`config.mk`:
```
export PLATFORM = sky130hd
export DESIGN_NAME = insn_queue
export DESIGN_NICKNAME = d
export VERILOG_FILES = /design/src/rtl/insn_queue_pkg.sv /design/src/rtl/insn_queue_mem.sv /design/src/rtl/insn_queue.sv
export SDC_FILE = /design/constraint.sdc
export NUM_CORES = 1
export LEC_CHECK = 0
export ABC_AREA = 1
export ABC_CLOCK_PERIOD_IN_PS = 5720
export CORE_ASPECT_RATIO = 1.75
export CORE_MARGIN = 1.5
export CORE_UTILIZATION = 35
export DETAILED_ROUTE_END_ITERATION = 8
export HOLD_SLACK_MARGIN = 0.02
export PLACE_DENSITY = 0.51
export SYNTH_ARGS = -nofsm -noshare
export SYNTH_HDL_FRONTEND = slang
export SYNTH_SLANG_ARGS = --single-unit
export TNS_END_PERCENT = 5
```
`constraint.sdc`:
```
create_clock -name clk -period 5.72 [get_ports clk]
set_input_delay 1.144 -clock clk [delete_from_list [all_inputs] [get_ports clk]]
set_output_delay 1.144 -clock clk [all_outputs]
set_load 0.02 [all_outputs]
```
`src/rtl/insn_queue_pkg.sv`:
```
// Shared constants and the storage element type for the fetch/decode instruction queue.
package insn_queue_pkg;

  localparam int unsigned FQ_AWIDTH = 32;
  localparam int unsigned FQ_DWIDTH = 32;

  localparam logic [31:0] NOP_INSN = 32'h00000013;

  typedef struct packed {
    logic [FQ_AWIDTH-1:0] pc;
    logic [FQ_DWIDTH-1:0] insn;
  } fq_entry_t;

endpackage

```
`src/rtl/insn_queue_mem.sv`:
```
// DEPTH-entry register array for the instruction queue: one synchronous write
// port, one asynchronous read port. Contents are not reset.
module insn_queue_mem
  import insn_queue_pkg::*;
#(
  parameter int DEPTH = 4,
  parameter int AW    = 2
) (
  input  logic            clk,
  input  logic            i_we,
  input  logic [AW-1:0]   i_waddr,
  input  fq_entry_t       i_wdata,
  input  logic [AW-1:0]   i_raddr,
  output fq_entry_t       o_rdata
);

  fq_entry_t r_mem [DEPTH];

  always_ff @(posedge clk) begin
    if (i_we) r_mem[i_waddr] <= i_wdata;
  end

  assign o_rdata = r_mem[i_raddr];

endmodule

```
`src/rtl/insn_queue.sv`:
```
// Instruction queue between fetch and decode: circular buffer with valid/ready
// on both sides and a redirect flush. Optional macro INSN_QUEUE_BYPASS_EN adds
// a 0-cycle path from fetch to decode when the queue is empty.
module insn_queue
  import insn_queue_pkg::*;
#(
  parameter  int DWIDTH = FQ_DWIDTH,
  parameter  int AWIDTH = FQ_AWIDTH,
  parameter  int DEPTH  = 4,
  localparam int CNTW   = $clog2(DEPTH) + 1
) (
  input  logic              clk,
  input  logic              rst,
  input  logic              f_valid_i,
  input  logic [AWIDTH-1:0] f_pc_i,
  input  logic [DWIDTH-1:0] f_insn_i,
  output logic              f_ready_o,
  output logic              d_valid_o,
  output logic [AWIDTH-1:0] d_pc_o,
  output logic [DWIDTH-1:0] d_insn_o,
  input  logic              d_ready_i,
  input  logic              flush_i,
  output logic [CNTW-1:0]   count_o
);

  localparam int PW = $clog2(DEPTH);

  // Handshakes: a transfer happens on a rising edge where valid and ready are
  // both high; ready never depends on valid on the same side.
  logic [PW-1:0]   r_wr_ptr;
  logic [PW-1:0]   r_rd_ptr;
  logic [CNTW-1:0] r_count;

  logic      w_empty;
  logic      w_full;
  logic      w_push;
  logic      w_pop;
  logic      w_we;
  logic      w_byp;
  fq_entry_t w_wr_entry;
  fq_entry_t w_rd_entry;

  assign w_empty   = (r_count == '0);
  assign w_full    = (r_count == CNTW'(DEPTH));
  assign f_ready_o = ~w_full;
  assign w_push    = f_valid_i & f_ready_o;
  assign w_pop     = ~w_empty & d_ready_i;

`ifdef INSN_QUEUE_BYPASS_EN
  assign w_byp     = w_empty & f_valid_i & ~flush_i;
  assign d_valid_o = ~w_empty | w_byp;
  // A bypassed entry taken by decode in the same cycle is never stored.
  assign w_we      = w_push & ~flush_i & ~(w_byp & d_ready_i);
`else
  assign w_byp     = 1'b0;
  assign d_valid_o = ~w_empty;
  assign w_we      = w_push & ~flush_i;
`endif

  assign w_wr_entry = '{pc: f_pc_i, insn: f_insn_i};

  insn_queue_mem #(
    .DEPTH (DEPTH),
    .AW    (PW)
  ) u_mem (
    .clk     (clk),
    .i_we    (w_we),
    .i_waddr (r_wr_ptr),
    .i_wdata (w_wr_entry),
    .i_raddr (r_rd_ptr),
    .o_rdata (w_rd_entry)
  );

  always_comb begin
    d_pc_o   = '0;
    d_insn_o = DWIDTH'(NOP_INSN);
    if (w_byp) begin
      d_pc_o   = f_pc_i;
      d_insn_o = f_insn_i;
    end else if (~w_empty) begin
      d_pc_o   = w_rd_entry.pc;
      d_insn_o = w_rd_entry.insn;
    end
  end

  // Flush keeps wr_ptr and snaps rd_ptr onto it, discarding everything queued.
  always_ff @(posedge clk or posedge rst) begin
    if (rst) begin
      r_wr_ptr <= '0;
      r_rd_ptr <= '0;
      r_count  <= '0;
    end else if (flush_i) begin
      r_rd_ptr <= r_wr_ptr;
      r_count  <= '0;
    end else begin
      if (w_we)  r_wr_ptr <= r_wr_ptr + PW'(1);
      if (w_pop) r_rd_ptr <= r_rd_ptr + PW'(1);
      if (w_we && !w_pop)      r_count <= r_count + CNTW'(1);
      else if (!w_we && w_pop) r_count <= r_count - CNTW'(1);
    end
  end

  assign count_o = r_count;

endmodule

```
# After elaboration in Yosys (flattened, before gate mapping)
# Memories as Yosys holds them, arrays and structs flattened.
# Cells that the tools add are included.
dict set report classes {
  n_addsub 4
  n_eq_ne 1
  n_mux 9
  bitwise 6
  reduce_logical 8
}
# operator n
set ops {}
lappend ops {{$mux W32} 2}
lappend ops {{$mux W3} 3}
lappend ops {{$add A2 B1 Y2 const B} 2}
lappend ops {{$mux W2} 2}
lappend ops {{$add A3 B1 Y3 const B} 1}
lappend ops {{$and A1 B1 Y1} 3}
lappend ops {{$eq A3 B3 Y1 const B} 1}
lappend ops {{$logic_not A3 Y1} 1}
lappend ops {{$not A1 Y1} 3}
lappend ops {{$reduce_bool A3 Y1} 1}
lappend ops {{$sub A3 B1 Y3 const B} 1}
lappend ops {{$logic_and A1 B1 Y1} 2}
lappend ops {{$logic_not A1 Y1} 2}
lappend ops {{$mux W1} 2}
lappend ops {{$reduce_and A2 Y1} 1}
lappend ops {{$reduce_bool A2 Y1} 1}
dict set report totals {
  ff_bits 7
  ram_bits 256
  output_inout_bits 69
  elab_cells 32
  mem_count 1
}
# name words word_bits rd rd_clocked_by_memory_dff write_ports line
set mem_list {}
lappend mem_list {u_mem.r_mem 4 64 1 0 1 insn_queue_mem.sv:17} ;# fq_entry_t r_mem [DEPTH];

# Longest topological paths before layout
# Gate-level depths: netlist of the first run.
dict set report depth {
  word_depth 9
  ltp_mapped 12
  mapped_depth_nobuf 12
}

# By module
# From an unflattened synthesis of the first run, not the netlist that was laid out.
dict set report unflattened {
  hier_cells 1194
  hier_area_um2 11696.2
}
# module instances cells_per_inst area_each_um2 seq_area_each_um2
set modules_own_cells {}
lappend modules_own_cells {insn_queue_mem 1 1010 10761.6 7687.4}
lappend modules_own_cells {insn_queue 1 184 934.6 175.2}

# Least setup slack after synthesis of the first run
# No wires, ideal clock.
dict set report synth_path {
  path_type {input to register}
  startpoint {input flush_i}
  endpoint {memory u_mem.r_mem[0][0] in the netlist's numbering, enable pin}
  setup_time_ns 0.487
  t_arrival_ns 4.104
  t_required_ns 5.233
  path_slack_ns 1.130
  cell_stages 3
  path_buffers 0
  cell_sequence {inv_2 -> nand3_1 -> nor2_1}
}
dict set report synth_via {
  elab_chain_len 4
}
# item line
set synth_lines {}
lappend synth_lines {{start, declared} insn_queue.sv:22} ;# input logic flush_i,
lappend synth_lines {{$not A1 Y1 (no source line)} --}
lappend synth_lines {{$and A1 B1 Y1} insn_queue.sv:57} ;# assign w_we = w_push & ~flush_i;
lappend synth_lines {{$mux W1} insn_queue_mem.sv:20} ;# if (i_we) r_mem[i_waddr] <= i_wdata;
lappend synth_lines {{$mux W1 (not written as such)} insn_queue_mem.sv:20}
lappend synth_lines {{end, declared} insn_queue_mem.sv:17}
# No other way between the ends.

# Worst setup path in the final report of the first run
dict set report layout_path {
  startpoint {register r_count[0], in the netlist count_o[0]}
  endpoint {output d_pc_o[14]}
}
dict set report layout_via {
  elab_chain_len 2
}
# item line
set layout_lines {}
lappend layout_lines {{start, declared} insn_queue.sv:32} ;# logic [CNTW-1:0] r_count;
lappend layout_lines {{start signal, assigned} insn_queue.sv:98} ;# if (w_we && !w_pop) r_count <= r_count + CNTW'(1);
lappend layout_lines {{start signal, assigned} insn_queue.sv:99} ;# else if (!w_we && w_pop) r_count <= r_count - CNTW'(1);
lappend layout_lines {{$logic_not A3 Y1} insn_queue.sv:43} ;# assign w_empty = (r_count == '0);
lappend layout_lines {{$mux W32} insn_queue.sv:80} ;# end else if (~w_empty) begin
lappend layout_lines {{end, declared} insn_queue.sv:19} ;# output logic [AWIDTH-1:0] d_pc_o,
# No other way between the ends.

==> results of run 1 <==
==> cell families after synthesis <==
family,after synthesis,synth area share
AO/OA/AOI/OAI,197,0.0968
flip-flops,263,0.760
buffers and inverters,65,0.0288
adder cells (fa/ha/maj),5,0.00677
AND/OR/NAND/NOR,287,0.106
XOR/XNOR,2,0.00169
==> worst max-delay path: stages (launching register included) <==
cell	delay, ns
dfrtp_1	0.42
nor2_2	0.16
nand2_2	0.15
inv_2	0.81
buf_4	0.31
a21oi_1	0.05
clkdlybuf4s50_1	0.55
==> registers in the layout, summed over array words and instances, names as in the netlist <==
| name | cells |
|---|---|
| r_wr_ptr | 2 |
| r_rd_ptr | 2 |
| u_mem.r_mem | 256 |
| count_o | 3 |
==> metal layers <==
| metal | vias to the layer above | track usage | wire length, µm |
|---|---|---|---|
| li1 | 3139 | - | - |
| met1 | 3162 | 0.177 | 9650 |
| met2 | 131 | 0.323 | 14100 |
| met3 | 26 | 0.0204 | 871 |
| met4 | 0 | 0.0436 | 408 |
| met5 | - | 0 | 0 |
==> layout make-up <==
type / instances / area share
clock buffers: 32 / 0.0505
clock inverters: 11 / 0.00988
inverters: 17 / 0.00504
multi-input cells: 491 / 0.171
flip-flops and latches: 263 / 0.609
well taps: 382 / 0.0370
repair buffers: 149 / 0.117
==> how the worst max path moves through the flow <==
stage	startpoint	end	slack (ns)	depth (start not counted)
3_5_place_dp	r_rd_ptr[1]	d_insn_o[4]	1.98	6
5_1_grt	count_o[0]	d_insn_o[14]	1.30	6
3_3_place_gp	r_rd_ptr[1]	d_insn_o[4]	1.99	6
6_report	count_o[0]	d_pc_o[14]	1.53	6
4_1_cts	r_rd_ptr[1]	d_insn_o[4]	1.40	6
2_1_floorplan	flush_i	u_mem.r_mem[0][0]	1.13	3
==> layout by cell type (no fill, tap or decap) <==
master | synthesis | final
a21oi_2 | 1 | 1
o21ai_0 | 131 | 131
inv_2 | 3 | 3
clkinvlp_4 | 0 | 1
ha_1 | 4 | 4
nor2_4 | 0 | 4
nand2_1 | 15 | 15
clkinv_1 | 0 | 4
fa_1 | 1 | 1
xor2_1 | 1 | 1
dfrtp_2 | 0 | 1
o21ai_1 | 1 | 1
dfrtp_4 | 0 | 1
bufinv_16 | 0 | 3
xnor2_1 | 1 | 1
dfrtp_1 | 7 | 5
nor2_1 | 263 | 259
clkbuf_1 | 27 | 7
clkbuf_16 | 0 | 25
edfxtp_1 | 256 | 256
buf_12 | 0 | 4
clkdlybuf4s50_1 | 0 | 137
clkinv_2 | 0 | 4
inv_1 | 14 | 13
buf_4 | 11 | 8
nand3_1 | 4 | 4
nand2_2 | 4 | 4
a21oi_1 | 61 | 61
o311ai_0 | 3 | 3
nor2_2 | 1 | 1
==> stage by stage <==
stage / setup slack [ns] / cell area [µm²] / instances
2_1_floorplan: 1.13 / 10300 / 819
3_3_place_gp: 1.99 / 12100 / 1302
3_5_place_dp: 1.98 / 12100 / 1302
4_1_cts: 1.40 / 12900 / 1345
5_1_grt: 1.30 / 12900 / 1345
6_report: 1.53 / 12900 / 1345
==> report_power, final <==
part | internal (mW) | switching (mW)
clock network | 0.935 | 0.677
registers | 2.34 | 0.0564
logic | 1.04 | 1.76
==> results.py, run 1 <==
metrics = {
    "run_status": {
        "status": "finished, final reports clean",
    },
    "global_routing": {
        "grt.total_usage": 0.162,
        "grt_overflow": 0,
        "grt_max_degree": 114,
        "antenna_found_initial": 1,
        "grt_pass1_vias": 6714,
        "grt_pass1_wl_um": 37900,
    },
    "sta": {
        "drv_slew": 0,
        "fmax_ghz": 0.239,
        "rsz0062_at_grt": "false",
        "hold_slack_ns": 0.564,
        "setup_viol": 0,
        "fin_skew_ns": 0.00869,
        "timing.final.crit_share": 0.732,
        "maxSlewHeadroom": 0.242,
        "max_slew.worst_pin.slew_ns": 1.14,
        "finalCriticalPeriod_ns": 4.19,
        "final_hold_viol_count": 0,
        "setup_tns_ns": 0,
    },
    "yosys": {
        "yosysSeqAreaShare": 0.760,
        "syn_avg_cell_area_um2": 12.6,
        "syn_nets": 893,
        "synth.area.top_cells": "edfxtp_1 74%, nor2_1 9.5%, o21ai_0 6.3%",
        "synth_common_cells": "263 x nor2_1, 256 x edfxtp_1, 131 x o21ai_0, 61 x a21oi_1, 27 x clkbuf_1",
        "synth-main-ff-cell": "edfxtp_1",
        "async_reset_ff_frac": 0.0266,
        "synth_edf_count": 256,
        "synthesis.area_um2": 10300,
        "ys_types": 21,
        "yosys_register_bits": 263,
        "yosys_warnings": 0,
        "postSynthCellCount": 819,
        "netlist.area_leader.share": 0.743,
        "yosysMostFrequentCell": "nor2_1",
        "synth_area_leader_cell": "edfxtp_1",
    },
    "clocking": {
        "numCtsBuffers": 24,
        "htreeDepth": 1,
        "cts_sinks": 263,
        "cts_tree": "done",
        "clockBufferDepth": 3,
        "postCtsHoldBufs": 0,
        "postCtsSetupRepairBufs": 0,
        "worst_skew_pair.late_latency_ns": 0.52,
        "cts.repair.resized": 0,
        "cts.clk_slew.worst_paths_ns": 0.07,
        "clock-root-buffer": "clkbuf_16",
    },
    "setup_path": {
        "rr_worst_depth": 4,
        "crit_arrival_ns": 3.04,
        "worstReg2RegEnd": "u_mem.r_mem[1][53]",
        "cp-start-kind": "register",
        "cp_max_fo": 46,
        "crit_required_ns": 4.58,
        "rr_startpoint": "count_o[2]",
        "rrSetupSlack_ns": 3.29,
        "worstSetupPathType": "register to output port",
        "worstSetupEndpointType": "output port",
    },
    "cells_and_area": {
        "layout-drive-gt1-share": 0.0623,
        "num-nets-final": 1020,
        "fin_util": 0.443,
        "diodes": 0,
        "multi_input_comb_area_um2": 2210,
        "regArea_um2": 7870,
        "num-fill-cells": 2698,
        "area_delta_synth_final_pct": 24.9,
    },
    "die": {
        "io_pins": 138,
        "die_area_um2": 30600,
        "core_area_um2": 29200,
        "start_util": 0.354,
        "rows": 83,
        "die_w_um": 133,
        "fp.dieH_um": 230,
    },
    "power_and_ir_drop": {
        "ir_drop_v": 0.000319,
        "power.leakage_nw": 4.29,
        "p_per_area_nw_per_um2": 527,
        "p_total_mw": 6.81,
    },
    "route": {
        "via_count": 6458,
        "drt.antenna.violating_nets": 0,
        "vias_per_cell": 4.80,
        "wl_per_cell_um": 18.6,
        "drt-total-wl_um": 25000,
        "post-route-drc-count": 0,
        "dr.first_iter.drc_count": 334,
        "first_pass_iters": 4,
    },
    "hold_path": {
        "holdPathEnd": "r_wr_ptr[0]",
        "hold_path_class": "register to register",
        "min_path_cells": 1,
        "min_from": "r_wr_ptr[0]",
    },
    "placement": {
        "place_congestion": 0.729,
        "port_buffers": 137,
        "dp_hpwl_um": 14300,
    },
    "flow_run": {
        "maxCapViolCount": 0,
    },
}
(Power assumes the default switching activity.)
==> run 2: changes to the inputs <==
--- a/config.mk
+++ b/config.mk
@@ -6,13 +6,13 @@
 export NUM_CORES = 1
 export LEC_CHECK = 0
 export ABC_AREA = 1
-export ABC_CLOCK_PERIOD_IN_PS = 5720
+export ABC_CLOCK_PERIOD_IN_PS = 3500
 export CORE_ASPECT_RATIO = 1.75
 export CORE_MARGIN = 1.5
 export CORE_UTILIZATION = 35
 export DETAILED_ROUTE_END_ITERATION = 8
 export HOLD_SLACK_MARGIN = 0.02
-export PLACE_DENSITY = 0.51
+export PLACE_DENSITY = 0.53
 export SYNTH_ARGS = -nofsm -noshare
 export SYNTH_HDL_FRONTEND = slang
 export SYNTH_SLANG_ARGS = --single-unit
==> constraint.sdc (replaced) <==
create_clock -name clk -period 3.5 [get_ports clk]
set_input_delay 0.7 -clock clk [delete_from_list [all_inputs] [get_ports clk]]
set_output_delay 0.7 -clock clk [all_outputs]
set_load 0.02 [all_outputs]
==> run 2 against run 1 <==
Against the previous run: setup slack got worse by 1.4 ns; via count rose by 1.1%; utilization up 0.74 points; clock power up 69%; wire length decreased by 1.2%; final cell count rose by 0.89%; critical path type unchanged.
==> results.py, run 2 (synthesis gave the netlist of run 1 again) <==
metrics = {
    "run_status": {
        "status": "finished, final reports clean",
    },
    "route": {
        "drt.antenna.violating_nets": 0,
        "first_pass_iters": 4,
        "dr.first_iter.drc_count": 410,
        "wl_per_cell_um": 18.2,
        "drt-total-wl_um": 24700,
        "vias_per_cell": 4.81,
        "via_count": 6532,
        "post-route-drc-count": 0,
    },
    "setup_path": {
        "crit_arrival_ns": 2.70,
        "cp_max_fo": 59,
        "crit_required_ns": 2.80,
        "worstSetupPathType": "register to output port",
        "worstSetupEndpointType": "output port",
        "cp-start-kind": "register",
    },
    "placement": {
        "place_congestion": 0.717,
        "place_area_um2": 12300,
        "dp_hpwl_um": 15000,
        "port_buffers": 137,
    },
    "power_and_ir_drop": {
        "p_sw_mw": 4.10,
        "power.leakage_nw": 4.41,
        "p_seq_frac": 0.347,
        "swShare": 0.361,
        "p_per_area_nw_per_um2": 865,
        "p_int_mw": 7.25,
        "p_comb_frac": 0.413,
        "pwr-share-clk": 0.240,
        "p_total_mw": 11.4,
        "ir_drop_v": 0.000560,
    },
    "cells_and_area": {
        "area_delta_synth_final_pct": 26.9,
        "layout_common_cells": "259 x nor2_1, 256 x edfxtp_1, 136 x clkdlybuf4s50_1",
        "multi_input_comb_area_um2": 2210,
        "num-nets-final": 1031,
        "final_common_cell": "nor2_1",
        "layout-drive-gt1-share": 0.0779,
        "regArea_um2": 7870,
        "diodes": 0,
        "num-fill-cells": 2671,
        "largest_reg_flops": 256,
        "regMostFlops": "u_mem.r_mem",
        "finalInstanceArea_um2": 13100,
    },
    "sta": {
        "max_slew.worst_pin.slew_ns": 0.536,
        "rsz0062_at_grt": "false",
        "drv_slew": 0,
        "setup_viol": 0,
        "final_hold_viol_count": 0,
        "maxSlewHeadroom": 0.642,
        "hold_slack_ns": 0.410,
        "fin_skew_ns": 0.00996,
        "timing.final.crit_share": 0.971,
        "finalCriticalPeriod_ns": 3.40,
        "fmax_ghz": 0.294,
        "setup_tns_ns": 0,
    },
    "global_routing": {
        "grt_overflow": 0,
        "grt_pass1_wl_um": 37900,
        "grt_pass1_vias": 6809,
        "antenna_found_initial": 0,
        "grt_max_degree": 73,
        "grt.total_usage": 0.163,
    },
    "flow_run": {
        "maxCapViolCount": 0,
    },
    "clocking": {
        "clockBufferDepth": 3,
        "worst_skew_pair.late_latency_ns": 0.53,
        "cts_tree": "done",
        "htreeDepth": 1,
        "numCtsBuffers": 24,
        "clock-root-buffer": "clkbuf_16",
        "cts.clk_slew.worst_paths_ns": 0.07,
        "cts_sinks": 263,
        "postCtsSetupRepairBufs": 0,
    },
    "die": {
        "die_w_um": 133,
        "rows": 83,
        "io_pins": 138,
        "die_area_um2": 30600,
        "start_util": 0.354,
        "core_area_um2": 29200,
        "fp.dieH_um": 230,
    },
    "hold_path": {
        "hold_path_class": "input pin to asynchronous set/reset pin",
    },
}
## run 2: changes by cell type in the layout (fill, tap and decap cells not counted)
cell / before / now
clkbuf_1: 7 / 4
clkinv_2: 4 / 8
buf_12: 4 / 10
bufinv_16: 3 / 4
buf_4: 8 / 12
buf_16: 0 / 1
dlymetal6s2s_1: 0 / 1
clkdlybuf4s50_1: 137 / 136
clkinv_1: 4 / 3
## run 2: worst max-delay path, cell delays in order (launching register included)
cell             delay, ns
dfrtp_4               0.60
clkinv_2              0.13
buf_12                0.24
o21ai_0               0.13
a21oi_1               0.38
clkdlybuf4s50_1       0.69
## run 2: path summary, 6_finish.rpt
kind | from | end | slack (ns) | cells past startpoint
max | r_rd_ptr[0] | d_insn_o[30] | 0.10 | 5
min | rst | count_o[2] | 0.41 | 2
max reg2reg | count_o[2] | u_mem.r_mem[1][7] | 1.51 | 4
min reg2reg | r_wr_ptr[0] | r_wr_ptr[0] | 0.54 | 1
max in group asynchronous | rst | r_rd_ptr[0] | 2.82 | 2
min in group clk | r_wr_ptr[0] | r_wr_ptr[0] | 0.54 | 1
## run 2: final cells by class
class	count	area share
tap	382	0.0364
multi-input combinational	491	0.169
inverter	17	0.00496
clock inverter	15	0.0132
timing repair buffer	160	0.129
clock buffer	29	0.0488
sequential	263	0.599
## run 2: power groups by stage
stage          combinational [mW]  clock (mW)  sequential, mW
6_report                     4.69        2.72            3.94
3_3_place_gp                 4.78           0            4.00
2_1_floorplan                2.65           0            4.00
4_1_cts                      4.80        2.79            3.94
5_1_grt                      5.14        2.91            3.97
3_5_place_dp                 4.77           0            4.01
## run 2: stage by stage
| step | std cells | util | worst slack [ns] |
|---|---|---|---|
| 2_1_floorplan | 819 | - | -0.646 |
| 3_3_place_gp | 1313 | 0.422 | 0.660 |
| 3_5_place_dp | 1313 | 0.422 | 0.646 |
| 4_1_cts | 1357 | 0.450 | 0.0601 |
| 5_1_grt | 1357 | 0.450 | 0.00583 |
| 6_report | 1357 | 0.450 | 0.103 |
## run 2: repair_timing
action,in CTS,in global routing
gates resized for setup,0,2
hold buffers,0,0
endpoints found under the setup margin,0,1
## run 2: metal layers
layer / part of all wire / global-route usage / vias up
met2: 0.55 / 0.315 / 112
met1: 0.38 / 0.177 / 3217
met3: 0.033 / 0.0198 / 38
met5: 0 / 0 / -
met4: 0.032 / 0.0666 / 0
li1: - / - / 3165
